**src/rtl/retire_trace_encoder_pkg.sv**
```systemverilog
// Shared types and constants for the retire trace encoder.
// Record type codes, header layout, word counts and output FSM states.
package retire_trace_encoder_pkg;

   localparam logic [3:0] TYPE_REG = 4'd1;
   localparam logic [3:0] TYPE_MEM = 4'd2;

   localparam int HDR_TYPE_LSB  = 28;
   localparam int HDR_WSTRB_LSB = 24;
   localparam int HDR_WADDR_LSB = 16;
   localparam int HDR_SEQ_LSB   = 0;

   localparam int REG_WORDS = 3;
   localparam int MEM_WORDS = 4;

   localparam logic [2:0] ST_IDLE = 3'd0;
   localparam logic [2:0] ST_HDR  = 3'd1;
   localparam logic [2:0] ST_PC   = 3'd2;
   localparam logic [2:0] ST_ADDR = 3'd3;
   localparam logic [2:0] ST_DATA = 3'd4;

   // 122-bit stored record; wstrb/waddr are pre-zeroed for the other type
   typedef struct packed {
      logic        is_mem;
      logic [31:0] pc;
      logic [31:0] data;
      logic [31:0] addr;
      logic [3:0]  wstrb;
      logic [4:0]  waddr;
      logic [15:0] seq;
   } trace_rec_t;

   function automatic logic [31:0] make_header(trace_rec_t r);
      logic [31:0] h;
      h = '0;
      h[HDR_TYPE_LSB +: 4]  = r.is_mem ? TYPE_MEM : TYPE_REG;
      h[HDR_WSTRB_LSB +: 4] = r.wstrb;
      h[HDR_WADDR_LSB +: 5] = r.waddr;
      h[HDR_SEQ_LSB +: 16]  = r.seq;
      return h;
   endfunction

endpackage

```
**src/rtl/retire_trace_encoder_if.sv**
```systemverilog
// Trace word stream: valid/ready handshake with end-of-record marker.
// master drives data/valid/last, slave drives ready.
interface retire_trace_encoder_if;
   logic [31:0] trace_data;
   logic        trace_valid;
   logic        trace_ready;
   logic        trace_last;

   modport master (
      output trace_data,
      output trace_valid,
      output trace_last,
      input  trace_ready
   );

   modport slave (
      input  trace_data,
      input  trace_valid,
      input  trace_last,
      output trace_ready
   );
endinterface

```
**src/rtl/retire_trace_encoder_fifo.sv**
```systemverilog
// trace_fifo: synchronous record FIFO, up to two pushes (a then b) per cycle.
// Ports: clk, rst, push_a/din_a, push_b/din_b, pop, dout (head), full, empty, free_cnt.
module trace_fifo
   import retire_trace_encoder_pkg::*;
#(
   parameter int DEPTH = 8
) (
   input  logic                     clk,
   input  logic                     rst,
   input  logic                     push_a,
   input  trace_rec_t               din_a,
   input  logic                     push_b,
   input  trace_rec_t               din_b,
   input  logic                     pop,
   output trace_rec_t               dout,
   output logic                     full,
   output logic                     empty,
   output logic [$clog2(DEPTH):0]   free_cnt
);

   localparam int AW = $clog2(DEPTH);

   logic [AW:0] wp_q, wp_d;
   logic [AW:0] rp_q, rp_d;
   logic [AW:0] wp_b;
   logic [AW:0] cnt;
   trace_rec_t  mem_q [DEPTH];

   always_comb begin
      cnt  = wp_q - rp_q;
      wp_b = wp_q + (AW+1)'(push_a);
      wp_d = wp_b + (AW+1)'(push_b);
      rp_d = rp_q + (AW+1)'(pop);
   end

   assign full     = (cnt == (AW+1)'(DEPTH));
   assign empty    = (cnt == '0);
   assign free_cnt = (AW+1)'(DEPTH) - cnt;
   assign dout     = mem_q[rp_q[AW-1:0]];

   always_ff @(posedge clk) begin
      if (rst) begin
         wp_q <= '0;
         rp_q <= '0;
      end else begin
         wp_q <= wp_d;
         rp_q <= rp_d;
      end
   end

   // when full, the slot being popped this cycle is the one written
   always_ff @(posedge clk) begin
      if (push_a) mem_q[wp_q[AW-1:0]] <= din_a;
      if (push_b) mem_q[wp_b[AW-1:0]] <= din_b;
   end

endmodule

```
**src/rtl/retire_trace_encoder.sv**
```systemverilog
// Turns retired REG writes / MEM stores into sequenced trace records and serializes them.
// Ports: clk, rst, retire_* inputs, trace (stream master), overflow, drop_cnt.
module retire_trace_encoder
   import retire_trace_encoder_pkg::*;
#(
   parameter int FIFO_DEPTH = 8
) (
   input  logic                          clk,
   input  logic                          rst,
   input  logic                          retire_valid,
   input  logic [69:0]                   inst_retire,
   input  logic                          retire_mem_wen,
   input  logic [31:0]                   retire_mem_addr,
   input  logic [31:0]                   retire_mem_wdata,
   input  logic [3:0]                    retire_mem_wstrb,
   retire_trace_encoder_if.master        trace,
   output logic                          overflow,
   output logic [15:0]                   drop_cnt
);

   localparam int CW = $clog2(FIFO_DEPTH) + 1;

   logic [2:0]  state_q, state_d;
   logic [15:0] seq_q, seq_d;
   logic        overflow_q, overflow_d;
   logic [15:0] drop_cnt_q, drop_cnt_d;

   logic        gen_reg, gen_mem;
   logic        keep_reg, keep_mem;
   logic        avail_ge1, avail_ge2;
   logic [1:0]  n_drop;
   logic [16:0] drop_sum;
   trace_rec_t  reg_rec, mem_rec, head;
   logic        push_a, push_b, pop;
   trace_rec_t  din_a;
   logic        full, empty;
   logic [CW-1:0] free_cnt;
   logic        valid, acc, more;
   logic [31:0] word;

   assign gen_reg = retire_valid & inst_retire[69] & (inst_retire[68:64] != 5'd0);
   assign gen_mem = retire_valid & retire_mem_wen;

   always_comb begin
      reg_rec        = '0;
      reg_rec.is_mem = 1'b0;
      reg_rec.pc     = inst_retire[31:0];
      reg_rec.data   = inst_retire[63:32];
      reg_rec.waddr  = inst_retire[68:64];
      reg_rec.seq    = seq_q;

      mem_rec        = '0;
      mem_rec.is_mem = 1'b1;
      mem_rec.pc     = inst_retire[31:0];
      mem_rec.data   = retire_mem_wdata;
      mem_rec.addr   = retire_mem_addr;
      mem_rec.wstrb  = retire_mem_wstrb;
      mem_rec.seq    = seq_q + 16'(gen_reg);
   end

   // free space counts the slot released by a same-cycle pop
   assign avail_ge1 = ~full | pop;
   assign avail_ge2 = (free_cnt >= CW'(2)) | ((free_cnt == CW'(1)) & pop);

   assign keep_reg = gen_reg & avail_ge1;
   assign keep_mem = gen_mem & (gen_reg ? avail_ge2 : avail_ge1);
   assign n_drop   = 2'(gen_reg & ~keep_reg) + 2'(gen_mem & ~keep_mem);

   assign push_a = keep_reg | keep_mem;
   assign din_a  = keep_reg ? reg_rec : mem_rec;
   assign push_b = keep_reg & keep_mem;

   trace_fifo #(
      .DEPTH (FIFO_DEPTH)
   ) u_fifo (
      .clk      (clk),
      .rst      (rst),
      .push_a   (push_a),
      .din_a    (din_a),
      .push_b   (push_b),
      .din_b    (mem_rec),
      .pop      (pop),
      .dout     (head),
      .full     (full),
      .empty    (empty),
      .free_cnt (free_cnt)
   );

   assign valid = (state_q != ST_IDLE);
   assign acc   = valid & trace.trace_ready;
   assign pop   = (state_q == ST_DATA) & acc;
   // another record stays queued behind the one being popped
   assign more  = (free_cnt < CW'(FIFO_DEPTH - 1));

   always_comb begin
      state_d = state_q;
      unique case (state_q)
         ST_IDLE: if (!empty) state_d = ST_HDR;
         ST_HDR:  if (acc) state_d = ST_PC;
         ST_PC:   if (acc) state_d = head.is_mem ? ST_ADDR : ST_DATA;
         ST_ADDR: if (acc) state_d = ST_DATA;
         ST_DATA: if (acc) state_d = more ? ST_HDR : ST_IDLE;
         default: state_d = ST_IDLE;
      endcase
   end

   always_comb begin
      word = '0;
      unique case (state_q)
         ST_HDR:  word = make_header(head);
         ST_PC:   word = head.pc;
         ST_ADDR: word = head.addr;
         ST_DATA: word = head.data;
         default: word = '0;
      endcase
   end

   always_comb begin
      seq_d      = seq_q + 16'(gen_reg) + 16'(gen_mem);
      overflow_d = overflow_q | (n_drop != 2'd0);
      drop_sum   = {1'b0, drop_cnt_q} + 17'(n_drop);
      drop_cnt_d = drop_sum[16] ? 16'hFFFF : drop_sum[15:0];
   end

   always_ff @(posedge clk) begin
      if (rst) begin
         state_q    <= ST_IDLE;
         seq_q      <= '0;
         overflow_q <= 1'b0;
         drop_cnt_q <= '0;
      end else begin
         state_q    <= state_d;
         seq_q      <= seq_d;
         overflow_q <= overflow_d;
         drop_cnt_q <= drop_cnt_d;
      end
   end

   assign trace.trace_data  = word;
   assign trace.trace_valid = valid;
   assign trace.trace_last  = (state_q == ST_DATA);
   assign overflow          = overflow_q;
   assign drop_cnt          = drop_cnt_q;

endmodule

```
**src/flat_wrapper.sv**
```systemverilog
// flat-port wrapper written by rule: the top's interface ports become plain ports
module retire_trace_encoder_flat import retire_trace_encoder_pkg::*;
#(
   parameter int FIFO_DEPTH = 8
)
  (clk, rst, retire_valid, inst_retire, retire_mem_wen, retire_mem_addr, retire_mem_wdata, retire_mem_wstrb, overflow, drop_cnt, trace_trace_data, trace_trace_valid, trace_trace_last, trace_trace_ready);
  retire_trace_encoder_if trace_i ();
  input  logic clk;
  input  logic rst;
  input  logic retire_valid;
  input  logic [69:0] inst_retire;
  input  logic retire_mem_wen;
  input  logic [31:0] retire_mem_addr;
  input  logic [31:0] retire_mem_wdata;
  input  logic [3:0] retire_mem_wstrb;
  output logic overflow;
  output logic [15:0] drop_cnt;
  output wire logic [$bits(trace_i.trace_data)-1:0] trace_trace_data;
  output wire logic [$bits(trace_i.trace_valid)-1:0] trace_trace_valid;
  output wire logic [$bits(trace_i.trace_last)-1:0] trace_trace_last;
  input wire logic [$bits(trace_i.trace_ready)-1:0] trace_trace_ready;
  assign trace_trace_data = trace_i.trace_data;
  assign trace_trace_valid = trace_i.trace_valid;
  assign trace_trace_last = trace_i.trace_last;
  assign trace_i.trace_ready = trace_trace_ready;
  retire_trace_encoder #(.FIFO_DEPTH(FIFO_DEPTH)) u_core (.clk(clk), .rst(rst), .retire_valid(retire_valid), .inst_retire(inst_retire), .retire_mem_wen(retire_mem_wen), .retire_mem_addr(retire_mem_addr), .retire_mem_wdata(retire_mem_wdata), .retire_mem_wstrb(retire_mem_wstrb), .trace(trace_i), .overflow(overflow), .drop_cnt(drop_cnt));
endmodule
```
**config.mk**
```make
export PLATFORM = sky130hd
export DESIGN_NAME = retire_trace_encoder_flat
export DESIGN_NICKNAME = d
export VERILOG_FILES = /design/src/rtl/retire_trace_encoder_pkg.sv /design/src/rtl/retire_trace_encoder_if.sv /design/src/rtl/retire_trace_encoder_fifo.sv /design/src/rtl/retire_trace_encoder.sv /design/src/flat_wrapper.sv
export SDC_FILE = /design/constraint.sdc
export NUM_CORES = 2
export LEC_CHECK = 0
export BUFFER_PORTS_ARGS = -buffer_cell sky130_fd_sc_hd__buf_2
export CAP_MARGIN = 20
export CORE_ASPECT_RATIO = 0.9
export CORE_MARGIN = 8
export CORE_UTILIZATION = 35
export CTS_CLUSTER_DIAMETER = 100
export DETAILED_ROUTE_END_ITERATION = 6
export PLACE_DENSITY = 0.49
export REMOVE_ABC_BUFFERS = 1
export SYNTH_ARGS = -nofsm -noshare
export SYNTH_HDL_FRONTEND = slang
export SYNTH_SLANG_ARGS = --single-unit
```
**constraint.sdc**
```tcl
create_clock -name clk -period 15.7 [get_ports clk]
set_input_delay 3.14 -clock clk [delete_from_list [all_inputs] [get_ports clk]]
set_output_delay 3.14 -clock clk [all_outputs]
set_load 0.03 [all_outputs]
```
## Word-level counts from Yosys, hierarchy flattened

Memories as Yosys holds them, arrays and structs flattened. A register that Yosys moved wholly into a read port is not among the register bits.
Cells that the tools add are included.

| cells by class | value |
|---|---|
| equal/unequal tests | 11 |
| reduce and logical (&&, ||, !) cells | 6 |
| bitwise logic cells | 18 |
| magnitude comparators | 2 |
| muxes and demuxes | 18 |
| add/sub/neg operators | 9 |

Operator list:

| cell | count |
|---|---|
| one-hot mux 32 bit (4 select lines) | 1 |
| two-way mux 122 bit | 1 |
| adder 16 x 1 -> 16 bit | 2 |
| two-way mux 3 bit | 7 |
| adder 16 x 2 -> 17 bit | 1 |
| two-way mux 16 bit | 1 |
| one-hot mux 3 bit (5 select lines) | 1 |
| adder 4 x 1 -> 4 bit | 3 |
| AND 1 bit | 9 |
| != test 2 x 1 -> 1 bit (second input constant) | 4 |
| == test 3 x 2 -> 1 bit (second input constant) | 2 |
| two-way mux 1 bit | 6 |
| AND reduction 5 bit | 1 |
| nonzero test 5 bit | 1 |
| AND 1 x 2 -> 2 bit | 2 |
| == test 4 x 1 -> 1 bit (second input constant) | 1 |
| == test 4 bit (second input constant) | 1 |
| greater-or-equal comparator 4 x 2 -> 1 bit (second input constant) | 1 |
| logical NOT 4 bit | 1 |
| less-than comparator 4 x 3 -> 1 bit (second input constant) | 1 |
| inverter 1 -> 2 bit | 2 |
| bitwise OR 1 bit | 4 |
| subtractor 4 bit | 1 |
| subtractor 4 bit (first input constant) | 1 |
| other kinds (9) | 9 |

| word-level totals | value |
|---|---|
| register bits after elaboration | 44 |
| word-level logic and storage cells | 71 |
| bits in writable memories | 976 |
| memories kept | 1 |

Memories:

| name | depth | width | rd ports | clocked after memory_dff | write ports | RTL line | RTL |
|---|---|---|---|---|---|---|---|
| u_core.u_fifo.mem_q | 8 | 122 | 1 | 1 | 2 | retire_trace_encoder_fifo.sv:27 | `trace_rec_t mem_q [DEPTH];` |

## Depth between registers and ports, before layout

| logic depth | value |
|---|---|
| depth after elaboration | 12 |
| depth in mapped cells | 24 |
| depth with buffers taken out | 19 |

## Cells and area by module

From an unflattened synthesis, not the netlist that was laid out.

| unflattened totals | value |
|---|---|
| cells, all modules | 3,402 |
| area total of the unflattened synthesis | 52,541.6 sq um |

Modules (own cells, without submodules):

| module | area each (sq um) | sequential area each (sq um) | cells each | instances |
|---|---|---|---|---|
| trace_fifo | 48,739.2 | 29,468.3 | 2,830 | 1 |
| retire_trace_encoder | 3,802.4 | 720.7 | 572 | 1 |

## Least setup slack after synthesis

OpenSTA, ideal clock, no wires.

| timing path | value |
|---|---|
| path kind | in2reg |
| from | input inst_retire[65] |
| to | memory u_core.u_fifo.mem_q[1][0] (netlist name), enable pin |
| arrival | 8.108 ns |
| setup slack | 7.167 ns |
| path buffers | 5 |
| data required time | 15.275 ns |
| cell stages on the path | 15 |
| path through | clkbuf_1 or4_4 o211ai_4 nor2_1 buf_2 clkbuf_1 clkbuf_1 or2_2 ha_1 ha_1 xor2_1 or2_2 or4_1 nand2_1 buf_2 |

RTL lines:

| element | RTL line | RTL |
|---|---|---|
| from (decl) | flat_wrapper.sv:11 | `input logic [69:0] inst_retire;` |
| to (decl) | retire_trace_encoder_fifo.sv:27 |  |

==> results.md <==
Run status:
- The run finished with clean final reports.

CTS:
- Counting the buffers created by CTS gives 110.
- The clock latency on the worst-skew pair is 0.74 ns.
- The total clock sinks is 1020.
- The CTS root buffer is sky130_fd_sc_hd__clkbuf_16.
- The maximum number of buffers from clock root to sink is 3.
- Clock-pin slew was measured on the worst setup and hold paths at 0.06 ns.
- The number of resized instances in the post-cts repair step is 0.
- The H-tree was split into 3 levels.
- The post-CTS setup buffer count is 0.
- The CTS tree is built.
- The count of hold-fix buffers inserted at cts is 0.

Route:
- Once detail routing completed, the nets flagged for antenna violations numbered 0.
- The routed via count divided by cell count is 5.511.
- For this run, the detailed router's first-pass iteration total came to 6.
- Across all layers, the routed design uses 30500 vias.
- In this run, the number of DRC markers left after iteration 0 of detailed routing was 2631.
- For this run, design rule violations remaining after detail routing come to 0.
- After detailed routing, the average wire length per cell comes to 27.38 um.
- The routed design has 151500 um of wire.

Yosys:
- The dominant combinational cell family by area after synthesis is multiplexers.
- The area share of fa/ha/maj cells after synthesis is 0.6158%.
- Sequential cells were found to cover 60.42% of the synthesized design area.
- Of all flip-flops after synthesis, the portion carrying an async set or reset was 0%.
- The number of distinct standard cells referenced by the synthesized netlist is 59.
- The synthesized netlist occupies a cell area of 0.04917 mm^2.
- The number of enable-type register cells in the synthesized netlist is 928.
- The simple-gate area share of the yosys netlist is 12.37%.
- The portion of netlist area occupied by mux cells is 14.33%.
- The count of yosys warnings during synthesis is 0.
- The post-synthesis compound-gate area fraction is 8.306%.
- After synthesis, the cell types taking the most area are sky130_fd_sc_hd__edfxtp_1, sky130_fd_sc_hd__mux4_2, sky130_fd_sc_hd__o31ai_1.
- Among all cell types in the netlist, the one instantiated most often is sky130_fd_sc_hd__edfxtp_1.
- Among all flip-flop cells after synthesis, the most frequent one is sky130_fd_sc_hd__edfxtp_1.
- The average instance in the mapped netlist occupies 13.89 um^2.
- The flip-flop and latch count after synthesis is 1020.
- Summed over its instances, the top area cell type makes up 56.67% of the synthesized netlist area.
- sky130_fd_sc_hd__edfxtp_1 takes more of the synthesized area than any other cell.
- The number of cells produced by synthesis is 3540.
- The share of the synthesized netlist area taken by xor and xnor gates is 1.008%.
- Sorting the synthesized cells by how often they occur yields sky130_fd_sc_hd__edfxtp_1, sky130_fd_sc_hd__nand2_1, sky130_fd_sc_hd__nor2b_1, sky130_fd_sc_hd__o31ai_1, sky130_fd_sc_hd__and2_1.

Timing:
- The clock period could shrink to 9.367 ns.
- The number of hold violations in the final report is 0.
- The final count of pins violating max slew is 0.
- Setup violations remaining at the end of the flow were counted as 0.
- Between clock sinks in the finished design, the worst skew comes to 0.04298 ns.
- The worst hold margin is 0.4551 ns.
- Setup repair after global routing left no endpoint under its margin.
- The highest clock frequency the design can meet is 106.8 MHz.
- The max-slew headroom at the worst pin is 22.76%.
- The actual transition at the worst max-transition pin is 1.150 ns.
- The post-route setup TNS is 0 ns.
- In the finished design, the share of the clock period the worst path needs comes to 59.66%.

Global routing:
- The remaining global-route overflow is 0.
- The first global-routing pass estimated 219600 um of wire.
- The largest net degree at the start of global routing is 93.
- The number of antenna violations at the first check in global routing is 22.
- The number of global-route vias before repair was 30600.
- The overall global routing resource usage is 19.41%.

Pwr:
- The power share of the clock group is 36.7%.
- The internal power of the cells is 4.891 mW.
- The share of power burned in combinational logic is 15.2%.
- The switching power as a share of total power is 27.66%.
- The power spent charging and discharging nets is 1.870 mW.
- Of the total power, registers draw 48.1%.
- VDD sags by at most 0.08652 mV.
- Summed over all cells, the static leakage comes to 17.05 nW.
- The total power density per cell area is 122.1 mW/mm^2.
- Summing internal, switching and leakage power gives 6.761 mW.

Die:
- The die area is 0.1528 mm^2.
- In this run the vertical extent of the chip is 371.6 um.
- The floorplan step set the die width to 411.1 um.
- The area of the core is 0.1396 mm^2.
- The starting density of the core is 35.23%.
- The number of placed I/O pins is 194.
- The floorplan has 130 rows.

Critical path:
- For the worst setup path, the data required time is 12.56 ns.
- The worst setup path is launched from a flip-flop.
- The path depth of the worst reg2reg path is 16.
- The worst register-to-register path has a setup slack of 7.68 ns.
- The startpoint identified for the worst register-to-register timing path is u_core.u_fifo.rp_q[0].
- Tracing the worst setup path back leads to its startpoint at u_core.u_fifo.rp_q[1].
- Data arrives at the worst endpoint at 6.23 ns.
- Following the worst setup path forward leads to its endpoint at trace_trace_data[1].
- The worst setup path is captured at an output pin.
- Along the worst path, the maximum fanout reaches 57.
- The path type of the worst setup path is reg2out.
- The destination of the worst register-to-register timing path is u_core.u_fifo.mem_q[5][95].

Layout:
- The register area is 0.02972 mm^2.
- The count of nets after finishing is 3757.
- The multi-input logic area is 0.01828 mm^2.
- The area growth from synthesis to final layout is 12.58%.
- Cells with a size suffix above 1 make up 20.13% of the layout.
- The final-layout fill cell count is 12940.
- At the end of the flow the core is filled with cells to 39.67%.

Place:
- Summed over all nets, the half-perimeter wirelength after detailed placement is 86220 um.
- The final weighted congestion of routability-driven global placement is 0.7733.
- The count of input and output buffers is 193.

Hold path:
- The worst hold-check path type is reg2reg.
- Counting instances, the worst hold path has a depth of 2.

Job:
- The number of maximum-capacitance constraint violations is 0.
[worst min-delay path by stage]
stage                                     startpoint                    endpoint  slack (ns)
after floorplan           u_core.u_fifo.mem_q[2][16]  u_core.u_fifo.mem_q[2][16]        0.45
after global placement               u_core.overflow             u_core.overflow        0.44
after detailed placement             u_core.overflow             u_core.overflow        0.45
after CTS                            u_core.overflow             u_core.overflow        0.47
after global routing                 u_core.overflow             u_core.overflow        0.49
final                                u_core.overflow             u_core.overflow        0.46
[registers in the layout (all words and copies together), names as in the netlist]
register             flops
u_core.overflow          1
u_core.state_q           3
u_core.seq_q            16
u_core.u_fifo.wp_q       4
u_core.drop_cnt         16
u_core.u_fifo.mem_q    976
u_core.u_fifo.rp_q       4
[area by class of cell]
| cell class | instances | area share [%] |
|---|---|---|
| Timing Repair Buffer | 274 | 2.866 |
| Sequential cell | 1020 | 53.68 |
| Antenna cell | 5 | 0.02260 |
| Clock inverter | 59 | 0.8046 |
| Inverter | 22 | 0.1627 |
| Multi-Input combinational cell | 2163 | 33.01 |
| Clock buffer | 143 | 5.275 |
| Tap cell | 1848 | 4.177 |
[per-stage QoR]
step | setup WS, ns | area, um^2 | cells
2_1_floorplan | -6.830 | 47800 | 3205
5_1_grt | 6.096 | 55350 | 5530
6_report | 6.333 | 55360 | 5534
3_3_place_gp | 5.896 | 51960 | 5325
4_1_cts | 6.151 | 55330 | 5527
3_5_place_dp | 5.773 | 51960 | 5325
[cell families (layout without fill, tap and decap cells)]
family                     count (synthesis)  count (layout)
AOI/OAI and AO/OA                        556             556
xor gates and xnor gates                  55              55
adders and majority gates                 23              23
buffers and inverters                    357             498
DFF                                     1020            1020
muxes                                    399             399
other                                      0               5
and+or+nand+nor                         1130            1130
[placed cells by master, fill, tap and decap left out, types with 25 or more instances in the layout]
cell                        netlist  routed
sky130_fd_sc_hd__a21oi_1         33      25
sky130_fd_sc_hd__a32oi_1         40      40
sky130_fd_sc_hd__and2_1         256     256
sky130_fd_sc_hd__buf_2           87     193
sky130_fd_sc_hd__buf_4            1      80
sky130_fd_sc_hd__clkbuf_1       199      28
sky130_fd_sc_hd__clkbuf_16        0     111
sky130_fd_sc_hd__clkinv_1         0      27
sky130_fd_sc_hd__dfxtp_1         92      90
sky130_fd_sc_hd__edfxtp_1       928     928
sky130_fd_sc_hd__mux2i_1        155     155
sky130_fd_sc_hd__mux4_2         244     244
sky130_fd_sc_hd__nand2_1        369     360
sky130_fd_sc_hd__nor2_1          84      83
sky130_fd_sc_hd__nor2b_1        296     296
sky130_fd_sc_hd__o22ai_1        102     102
sky130_fd_sc_hd__o2bb2ai_1       48      48
sky130_fd_sc_hd__o31ai_1        282     282
sky130_fd_sc_hd__or2_2           28      28
sky130_fd_sc_hd__xnor2_1         28      28
sky130_fd_sc_hd__xor2_1          26      26
[worst max-delay path, stage by stage (launching register included)]
cell and delay (ns):
sky130_fd_sc_hd__dfxtp_4 0.73, sky130_fd_sc_hd__buf_4 0.74, sky130_fd_sc_hd__buf_4 0.55, sky130_fd_sc_hd__buf_4 0.78
sky130_fd_sc_hd__buf_4 0.86, sky130_fd_sc_hd__mux4_2 0.41, sky130_fd_sc_hd__mux2i_1 0.36, sky130_fd_sc_hd__o22ai_1 0.30
sky130_fd_sc_hd__or2_2 0.40, sky130_fd_sc_hd__buf_2 0.19
[per-layer routing]
layer | share of wire, % | vias to the layer above | GRT usage (%)
li1 | - | 13670 | -
met1 | 45 | 15660 | 26.83
met2 | 48 | 952 | 32.44
met3 | 5.7 | 202 | 3.324
met4 | 1.7 | 12 | 3.635
met5 | 0.053 | - | 0
[power by group through the flow]
stage / registers [mW] / logic [mW] / clock network [mW]
after global placement: 3.30 / 1.04 / 0
after floorplan: 3.32 / 0.611 / 0
after global routing: 3.27 / 1.10 / 2.64
after detailed placement: 3.31 / 1.05 / 0
final: 3.25 / 1.03 / 2.48
after CTS: 3.25 / 1.05 / 2.54
No activity file was read; power rests on OpenSTA's default activity.
